<file path="config.mk">
export PLATFORM = sky130hd
export DESIGN_NAME = udsp_frame_sequencer
export DESIGN_NICKNAME = d
export VERILOG_FILES = /design/src/rtl/udsp_frame_sequencer.sv
export SDC_FILE = /design/constraint.sdc
export NUM_CORES = 1
export LEC_CHECK = 0
export BUFFER_PORTS_ARGS = -buffer_cell sky130_fd_sc_hd__buf_2
export CAP_MARGIN = 5
export CORE_ASPECT_RATIO = 1.5
export CORE_MARGIN = 4
export CORE_UTILIZATION = 35
export CTS_CLUSTER_DIAMETER = 120
export DETAILED_ROUTE_END_ITERATION = 12
export HOLD_SLACK_MARGIN = 0.1
export MAX_ROUTING_LAYER = met4
export PLACE_DENSITY = 0.79
export SLEW_MARGIN = 20
export SYNTH_ARGS = -nofsm -noshare
export SYNTH_HDL_FRONTEND = slang
export SYNTH_SLANG_ARGS = --single-unit
</file>
<file path="constraint.sdc">
create_clock -name clk -period 2.41 [get_ports clk]
set_clock_uncertainty 0.15 [all_clocks]
set_input_delay 0.241 -clock clk [delete_from_list [all_inputs] [get_ports clk]]
set_output_delay 0.241 -clock clk [all_outputs]
set_load 0.05 [all_outputs]
</file>
<file path="src/rtl/udsp_frame_sequencer.sv">
// Frame sequencer for the audio DSP core: starts one program pass per
// sample tick, drains the pipeline and arbitrates data-memory writes.
module udsp_frame_sequencer #(
  parameter int IAW   = 9,
  parameter int DAW   = 10,
  parameter int DWW   = 36,
  parameter int DRAIN = 3
) (
  input  logic           clk,
  input  logic           reset,
  input  logic           enable,
  input  logic           sample_tick,
  input  logic [IAW:0]   prog_len,
  output logic           dsp_start,
  output logic           busy,
  output logic           frame_done,
  output logic           overrun,
  input  logic           overrun_clr,
  output logic [15:0]    frame_count,
  input  logic [DAW-1:0] dsp_addr_w,
  input  logic [DWW-1:0] dsp_data_w,
  input  logic           dsp_wren,
  input  logic           host_req,
  input  logic [DAW-1:0] host_addr,
  input  logic [DWW-1:0] host_data,
  output logic           host_ack,
  output logic [DAW-1:0] mem_addr,
  output logic [DWW-1:0] mem_data,
  output logic           mem_wren
);

  localparam int DCW = (DRAIN > 1) ? $clog2(DRAIN) : 1;
  localparam logic [IAW:0]   RUN_ONE   = (IAW+1)'(1);
  localparam logic [DCW-1:0] DRAIN_END = DCW'(DRAIN - 1);

  typedef enum logic [1:0] {
    S_IDLE,
    S_START,
    S_RUN,
    S_DRAIN
  } state_t;

  state_t         state_q, state_d;
  logic [IAW:0]   run_cnt_q, run_cnt_d;
  logic [DCW-1:0] drain_cnt_q, drain_cnt_d;
  logic           pending_q, pending_d;
  logic           overrun_q, overrun_d;
  logic [15:0]    frame_count_q, frame_count_d;

  logic tick_en;
  logic len_nz;
  logic start_go;
  logic last_drain;
  logic host_grant;
  logic ov_set;

  assign tick_en    = sample_tick & enable;
  assign len_nz     = |prog_len;
  assign start_go   = (state_q == S_IDLE) & (tick_en | pending_q) & len_nz;
  assign last_drain = (drain_cnt_q == DRAIN_END);

  // State and counter registers
  always_ff @(posedge clk) begin
    if (reset) begin
      state_q       <= S_IDLE;
      run_cnt_q     <= '0;
      drain_cnt_q   <= '0;
      pending_q     <= 1'b0;
      overrun_q     <= 1'b0;
      frame_count_q <= '0;
    end else begin
      state_q       <= state_d;
      run_cnt_q     <= run_cnt_d;
      drain_cnt_q   <= drain_cnt_d;
      pending_q     <= pending_d;
      overrun_q     <= overrun_d;
      frame_count_q <= frame_count_d;
    end
  end

  // Next-state, counters, pending tick and overrun tracking
  always_comb begin
    state_d       = state_q;
    run_cnt_d     = run_cnt_q;
    drain_cnt_d   = drain_cnt_q;
    pending_d     = pending_q;
    frame_count_d = frame_count_q;
    ov_set        = 1'b0;
    unique case (state_q)
      S_IDLE: begin
        if (start_go) begin
          state_d   = S_START;
          // a tick landing with a pending start becomes the next pending one
          pending_d = pending_q & tick_en;
        end
      end
      S_START: begin
        run_cnt_d   = prog_len;
        drain_cnt_d = '0;
        state_d     = len_nz ? S_RUN : S_DRAIN;
      end
      S_RUN: begin
        run_cnt_d = run_cnt_q - RUN_ONE;
        if (run_cnt_q == RUN_ONE) begin
          state_d     = S_DRAIN;
          drain_cnt_d = '0;
        end
      end
      S_DRAIN: begin
        drain_cnt_d = drain_cnt_q + DCW'(1);
        if (last_drain) begin
          state_d       = S_IDLE;
          drain_cnt_d   = '0;
          frame_count_d = frame_count_q + 16'd1;
        end
      end
      default: state_d = S_IDLE;
    endcase
    if ((state_q != S_IDLE) && tick_en) begin
      if (pending_q) ov_set = 1'b1;
      else           pending_d = 1'b1;
    end
    overrun_d = ov_set | (overrun_q & ~overrun_clr);
  end

  // Moore status outputs and write-port arbitration
  always_comb begin
    host_grant  = ~reset & (state_q == S_IDLE) & host_req & ~start_go;
    dsp_start   = ~reset & (state_q == S_START);
    busy        = ~reset & (state_q != S_IDLE);
    frame_done  = ~reset & (state_q == S_DRAIN) & last_drain;
    overrun     = overrun_q;
    frame_count = frame_count_q;
    host_ack    = host_grant;
    mem_addr    = host_grant ? host_addr : dsp_addr_w;
    mem_data    = host_grant ? host_data : dsp_data_w;
    mem_wren    = host_grant | (~reset & (state_q != S_IDLE) & dsp_wren);
  end

endmodule

</file>
==> results.sh, run 1 <==
export IMPL_status="complete, but fails checks"
export IMPL_violations="negative setup slack"
export IMPL_ys_flop_type="dfxtp_1"
export IMPL_ys_ff_latch=32
export IMPL_min_period_ns=2.81
export IMPL_grt_ovfl_total=0
export IMPL_firstDrtPassIters=4
export IMPL_post_place_cells=513
export IMPL_track_usage_pct=22.7
export IMPL_pre_cts_slack_ns=-0.425
export IMPL_wire_per_inst_um=18.3
export IMPL_ys_warn_count=0
export IMPL_worstSetupEndpointType="primary output"
export IMPL_tritoncts="yes"
export IMPL_synth_cell_types=42
export IMPL_ir_worst_vdd_mv=0.484
export IMPL_setup_violations=48
export IMPL_synth_area_leaders="dfxtp_1 28%, mux2_2 13%, mux2_1 9.8%"
export IMPL_final_cells=531
export IMPL_vias=2826
export IMPL_drc=0
export IMPL_dpl_hpwl_um=6960
export IMPL_die_y_um=107
export IMPL_synth_edf_count=0
export IMPL_grt_max_degree=37
export IMPL_first_global_vias=2756
export IMPL_synthesis_area_um2=2290
export IMPL_clock_latency_ns=0.29
export IMPL_finalPower_mw=3.43
export IMPL_grt_pass1_wl_um=13400
export IMPL_syn_avg_cell_area_um2=8.87
export IMPL_slew_headroom_pct=60.4
export IMPL_clk_path_buf_depth=2
export IMPL_ant_nets=0
export IMPL_port_buffers=176
export IMPL_core_um2=6260
export IMPL_clk_pin_slew_ns=0.08
export IMPL_drv_slew=0
export IMPL_seq_area_frac_synth_pct=28.0
export IMPL_cap_violations=0
export IMPL_hold_path_class="in2reg"
export IMPL_cts_sinks=32
export IMPL_grt_antenna_before_repair=2
export IMPL_nNetsFinal=571
export IMPL_ios=177
export IMPL_synthArstFlopShare_pct=0
export IMPL_tightest_slew_ns=0.594
export IMPL_syn_nets=375
export IMPL_hold_violations=0
export IMPL_fmax_mhz=356
export IMPL_htree_num_levels=2
export IMPL_mostFrequentLayoutCell="buf_2"
export IMPL_post_route_period_util_pct=117
export IMPL_finalWirelength_um=9710
export IMPL_cts_inserted_buffers=5
export IMPL_start_util_pct=36.5
export IMPL_drive_gt1_share_pct=59.6
export IMPL_rows=35
export IMPL_synthCells=258
export IMPL_gp_congestion=0.828
export IMPL_crit_type="in2out"
export IMPL_critPathLaunchType="input port"
export IMPL_layout_common_cells="126 x buf_2, 44 x mux2_4, 36 x buf_6"
export IMPL_p_leak_nw=2.03
export IMPL_fin_ws_ns=-0.400
export IMPL_worstPathMaxFanout=6
export IMPL_rsz0062_at_grt="true"
export IMPL_viasPerCell=5.32
export IMPL_p_per_area_nw_per_um2=816
export IMPL_critPathRequiredTime_ns=2.02
export IMPL_first_iter_violations=84
export IMPL_cts_root_buffer="clkbuf_8"
export IMPL_final_util_pct=67.0
export IMPL_die_area_um2=7920
export IMPL_yosysTopAreaCell="dfxtp_1"
export IMPL_die_w_um=74.0
export IMPL_worstPathArrival_ns=2.42
export IMPL_yosysTopAreaCellShare_pct=28.0
export IMPL_syn_to_final_growth_pct=83.5
through the flow:
step | TNS [ns] | hold WS [ns] | cell area, µm²
4_1_cts | -15.80 | 0.151 | 3910
3_5_place_dp | -17.86 | 0.327 | 3480
5_1_grt | -20.02 | 0.167 | 4200
6_report | -17.41 | 0.157 | 4200
3_3_place_gp | -16.39 | 0.305 | 3480
2_1_floorplan | -4.88 | 0.268 | 2420
kinds of logic (layout without fill, tap and decap cells):
family                     after synthesis  count (layout)  share of synthesized area [%]
and+or+nand+nor                         83              83                           20.2
muxes                                   51              51                           24.8
AOI/OAI and AO/OA                       50              50                           13.3
DFF                                     32              32                           28.0
buffers and inverters                   23             220                           5.09
xor gates and xnor gates                11              11                           4.21
adders and majority gates                8               8                           4.38
other                                    0               2                              0
area by class of cell:
class	count	area (µm²)
diodes	2	5.00
repair buffers	204	1580
fillers	458	2060
flip-flops and latches	32	642
inverters	8	30.0
clock inverters	3	46.3
well taps	74	92.6
clock buffers	5	68.8
multi-input cells	203	1730
where the power goes:
part           total (mW)  switching [mW]  internal [mW]
clock network       0.537           0.226          0.311
registers           0.729           0.111          0.618
logic                2.16            1.17          0.990
total                3.43            1.51           1.92
final timing paths:
check / cells past startpoint / endpoint / slack, ns / start
max reg2reg: 6 / state_q[0]$_SDFFE_PP0P_ / 0.09 / run_cnt_q[0]$_SDFFE_PP0P_
min: 3 / run_cnt_q[3]$_SDFFE_PP0P_ / 0.16 / prog_len[3]
max: 9 / mem_data[4] / -0.40 / prog_len[2]
min reg2reg: 2 / overrun$_SDFF_PP0_ / 0.34 / overrun$_SDFF_PP0_
Yosys cell counts, types with 2 or more instances:
library cell / count
dfxtp_1: 32
mux2_2: 26
nor2_1: 24
mux2_1: 20
a21oi_1: 15
o21ai_0: 14
nand2_1: 12
clkbuf_1: 9
nand3_1: 9
xor2_1: 9
ha_1: 8
a211oi_1: 7
inv_1: 7
mux2i_1: 5
or3_1: 5
and4_1: 4
nand4_1: 4
nor2b_1: 4
or4_1: 4
and3_1: 3
buf_6: 3
nor3_1: 3
o22ai_1: 3
o31ai_1: 3
a21o_1: 2
a22oi_1: 2
buf_4: 2
nand3b_1: 2
nor3b_1: 2
or4b_2: 2
xnor2_1: 2
state kept, by name (all words and copies together) (netlist names):
name         count
drain_cnt_q      2
frame_count     16
overrun          1
pending_q        1
run_cnt_q       10
state_q          2
worst max-delay path, stage by stage:
cell       delay [ns]
buf_6            0.09
or4_4            0.54
o32a_1           0.39
nor4b_4          0.21
buf_4            0.17
clkbuf_16        0.16
clkbuf_16        0.15
mux2_4           0.30
buf_6            0.15
repair_timing:
action / in CTS / in global routing
resized for setup: 96 / 48
hold buffers: 1 / 0
setup endpoints to repair: 48 / 53
pin swaps: 0 / 2
endpoints found under the hold margin: 1 / 0
gates cloned: 0 / 3
setup buffers: 0 / 4
per-layer routing:
| layer | GRT usage, % | up-vias | part of all wire (%) |
|---|---|---|---|
| met3 | 6.00 | 26 | 9.8 |
| li1 | - | 1340 | - |
| met1 | 20.8 | 1307 | 33 |
| met4 | 12.4 | 0 | 3.8 |
| met5 | - | - | 0 |
| met2 | 41.1 | 153 | 53 |
No activity file was read; power rests on OpenSTA's default activity.
==> inputs of run 2 (changes only) <==
MAX_ROUTING_LAYER = not set   (was met4)
==> results.sh, run 2 (synthesized netlist as in run 1, its figures left out) <==
export IMPL_seqPwrFrac_pct=21.2
export IMPL_syn_to_final_growth_pct=83.3
export IMPL_pre_cts_slack_ns=-0.425
export IMPL_reg2reg_from="run_cnt_q[0]$_SDFFE_PP0P_"
export IMPL_swShare_pct=43.9
export IMPL_finalWirelength_um=9680
export IMPL_port_buffers=176
export IMPL_clk_path_buf_depth=2
export IMPL_cts_sinks=32
export IMPL_die_w_um=74.0
export IMPL_drv_slew=0
export IMPL_setup_tns_ns=-17.36
export IMPL_cap_violations=0
export IMPL_critPathRequiredTime_ns=2.02
export IMPL_slew_headroom_pct=60.7
export IMPL_post_route_period_util_pct=117
export IMPL_drive_gt1_share_pct=59.3
export IMPL_gp_congestion=0.816
export IMPL_critPathLaunch="prog_len[2]"
export IMPL_vias=2822
export IMPL_final_cells=530
export IMPL_grt_pass1_wl_um=13400
export IMPL_htree_num_levels=2
export IMPL_worstSetupEndpointType="primary output"
export IMPL_firstDrtPassIters=4
export IMPL_worstPathArrival_ns=2.42
export IMPL_start_util_pct=36.5
export IMPL_grt_antenna_before_repair=2
export IMPL_rows=35
export IMPL_comb_power_share_pct=63.2
export IMPL_track_usage_pct=22.1
export IMPL_first_iter_violations=79
export IMPL_stdcell_area_um2=4190
export IMPL_core_um2=6260
export IMPL_first_global_vias=2752
export IMPL_power_clock_fraction_pct=15.6
export IMPL_grt_ovfl_total=0
export IMPL_p_per_area_nw_per_um2=818
export IMPL_cts_inserted_buffers=5
export IMPL_fin_ws_ns=-0.400
export IMPL_hold_start="prog_len[3]"
export IMPL_cts_root_buffer="clkbuf_8"
export IMPL_mostFrequentLayoutCell="buf_2"
export IMPL_viasPerCell=5.32
export IMPL_setup_violations=48
export IMPL_hold_violations=0
export IMPL_die_y_um=107
export IMPL_dpl_hpwl_um=6960
export IMPL_post_place_cells=513
export IMPL_tritoncts="yes"
export IMPL_p_leak_nw=2.02
export IMPL_grt_max_degree=37
export IMPL_rsz0062_at_grt="true"
export IMPL_violations="negative setup slack"
export IMPL_fmax_mhz=356
export IMPL_rrSetupSlack_ns=0.13
export IMPL_switchingPower_mw=1.50
export IMPL_clock_latency_ns=0.29
export IMPL_drc=0
export IMPL_p_int_mw=1.92
export IMPL_clk_pin_slew_ns=0.07
export IMPL_ios=177
export IMPL_ant_nets=0
export IMPL_ir_worst_vdd_mv=0.470
export IMPL_layout_common_cells="126 x buf_2, 44 x mux2_4, 36 x buf_6"
export IMPL_postPlaceCellArea_um2=3480
export IMPL_tightest_slew_ns=0.590
export IMPL_largest_reg_flops=16
export IMPL_hold_path_class="in2reg"
export IMPL_die_area_um2=7920
export IMPL_nNetsFinal=571
export IMPL_min_period_ns=2.81
export IMPL_critPathLaunchType="input port"
export IMPL_worstPathMaxFanout=6
export IMPL_status="complete, but fails checks"
export IMPL_crit_type="in2out"
export IMPL_finalPower_mw=3.43
export IMPL_fillCellCount=461
export IMPL_wire_per_inst_um=18.3
## run 2: cell types whose count changed in the layout (fill, tap and decap cells not counted), sizes merged
cell   previous run  this run
diode             2         1
## run 2: worst paths after layout
check | endpoint | cells after the start
max | mem_data[4] | 9
min | run_cnt_q[3]$_SDFFE_PP0P_ | 3
max reg2reg | state_q[0]$_SDFFE_PP0P_ | 6
min reg2reg | overrun$_SDFF_PP0_ | 2
## run 2: layer usage
layer	share of wire, %	vias up	global-route usage (%)
met4	3.7	2	12.3
met3	10	24	7.13
met2	54	146	41.1
li1	-	1336	-
met1	32	1314	20.1
met5	0.12	-	0
## run 2: cell type report
| type | instances | area [µm²] | area share, % |
|---|---|---|---|
| clock inverters | 3 | 46.3 | 1.10 |
| repair buffers | 204 | 1580 | 37.7 |
| multi-input cells | 203 | 1730 | 41.3 |
| well taps | 74 | 92.6 | 2.21 |
| inverters | 8 | 30.0 | 0.716 |
| clock buffers | 5 | 68.8 | 1.64 |
| diodes | 1 | 2.50 | 0.0597 |
| flip-flops and latches | 32 | 641 | 15.3 |
## run 2: metrics by stage
stage | utilization [%] | hold slack, ns
finish | 67.0 | 0.172
global route | 67.0 | 0.167
CTS | 62.4 | 0.151
detailed placement | 55.6 | 0.327
global placement | 55.6 | 0.305
floorplan | - | 0.268
## run 2: timing repair
item | CTS | global route
hold endpoints to repair | 1 | 0
resized for setup | 96 | 47
endpoints found under the setup margin | 48 | 53
hold buffers | 1 | 0
setup buffers | 0 | 4
pin swaps | 0 | 2
gates cloned | 0 | 3
## run 2: power by group through the flow
stage               Sequential, mW  Combinational [mW]  Clock [mW]
floorplan                    0.696                1.32           0
global placement             0.716                1.72           0
detailed placement           0.721                1.77           0
CTS                          0.711                1.95       0.543
global route                 0.740                2.30       0.571
finish                       0.727                2.17       0.536
## run 2: worst max-delay path: stages
cell and delay [ns]:
buf_6 0.09, or4_4 0.54, o32a_1 0.39, nor4b_4 0.21
buf_4 0.17, clkbuf_16 0.16, clkbuf_16 0.15, mux2_4 0.30
buf_6 0.15
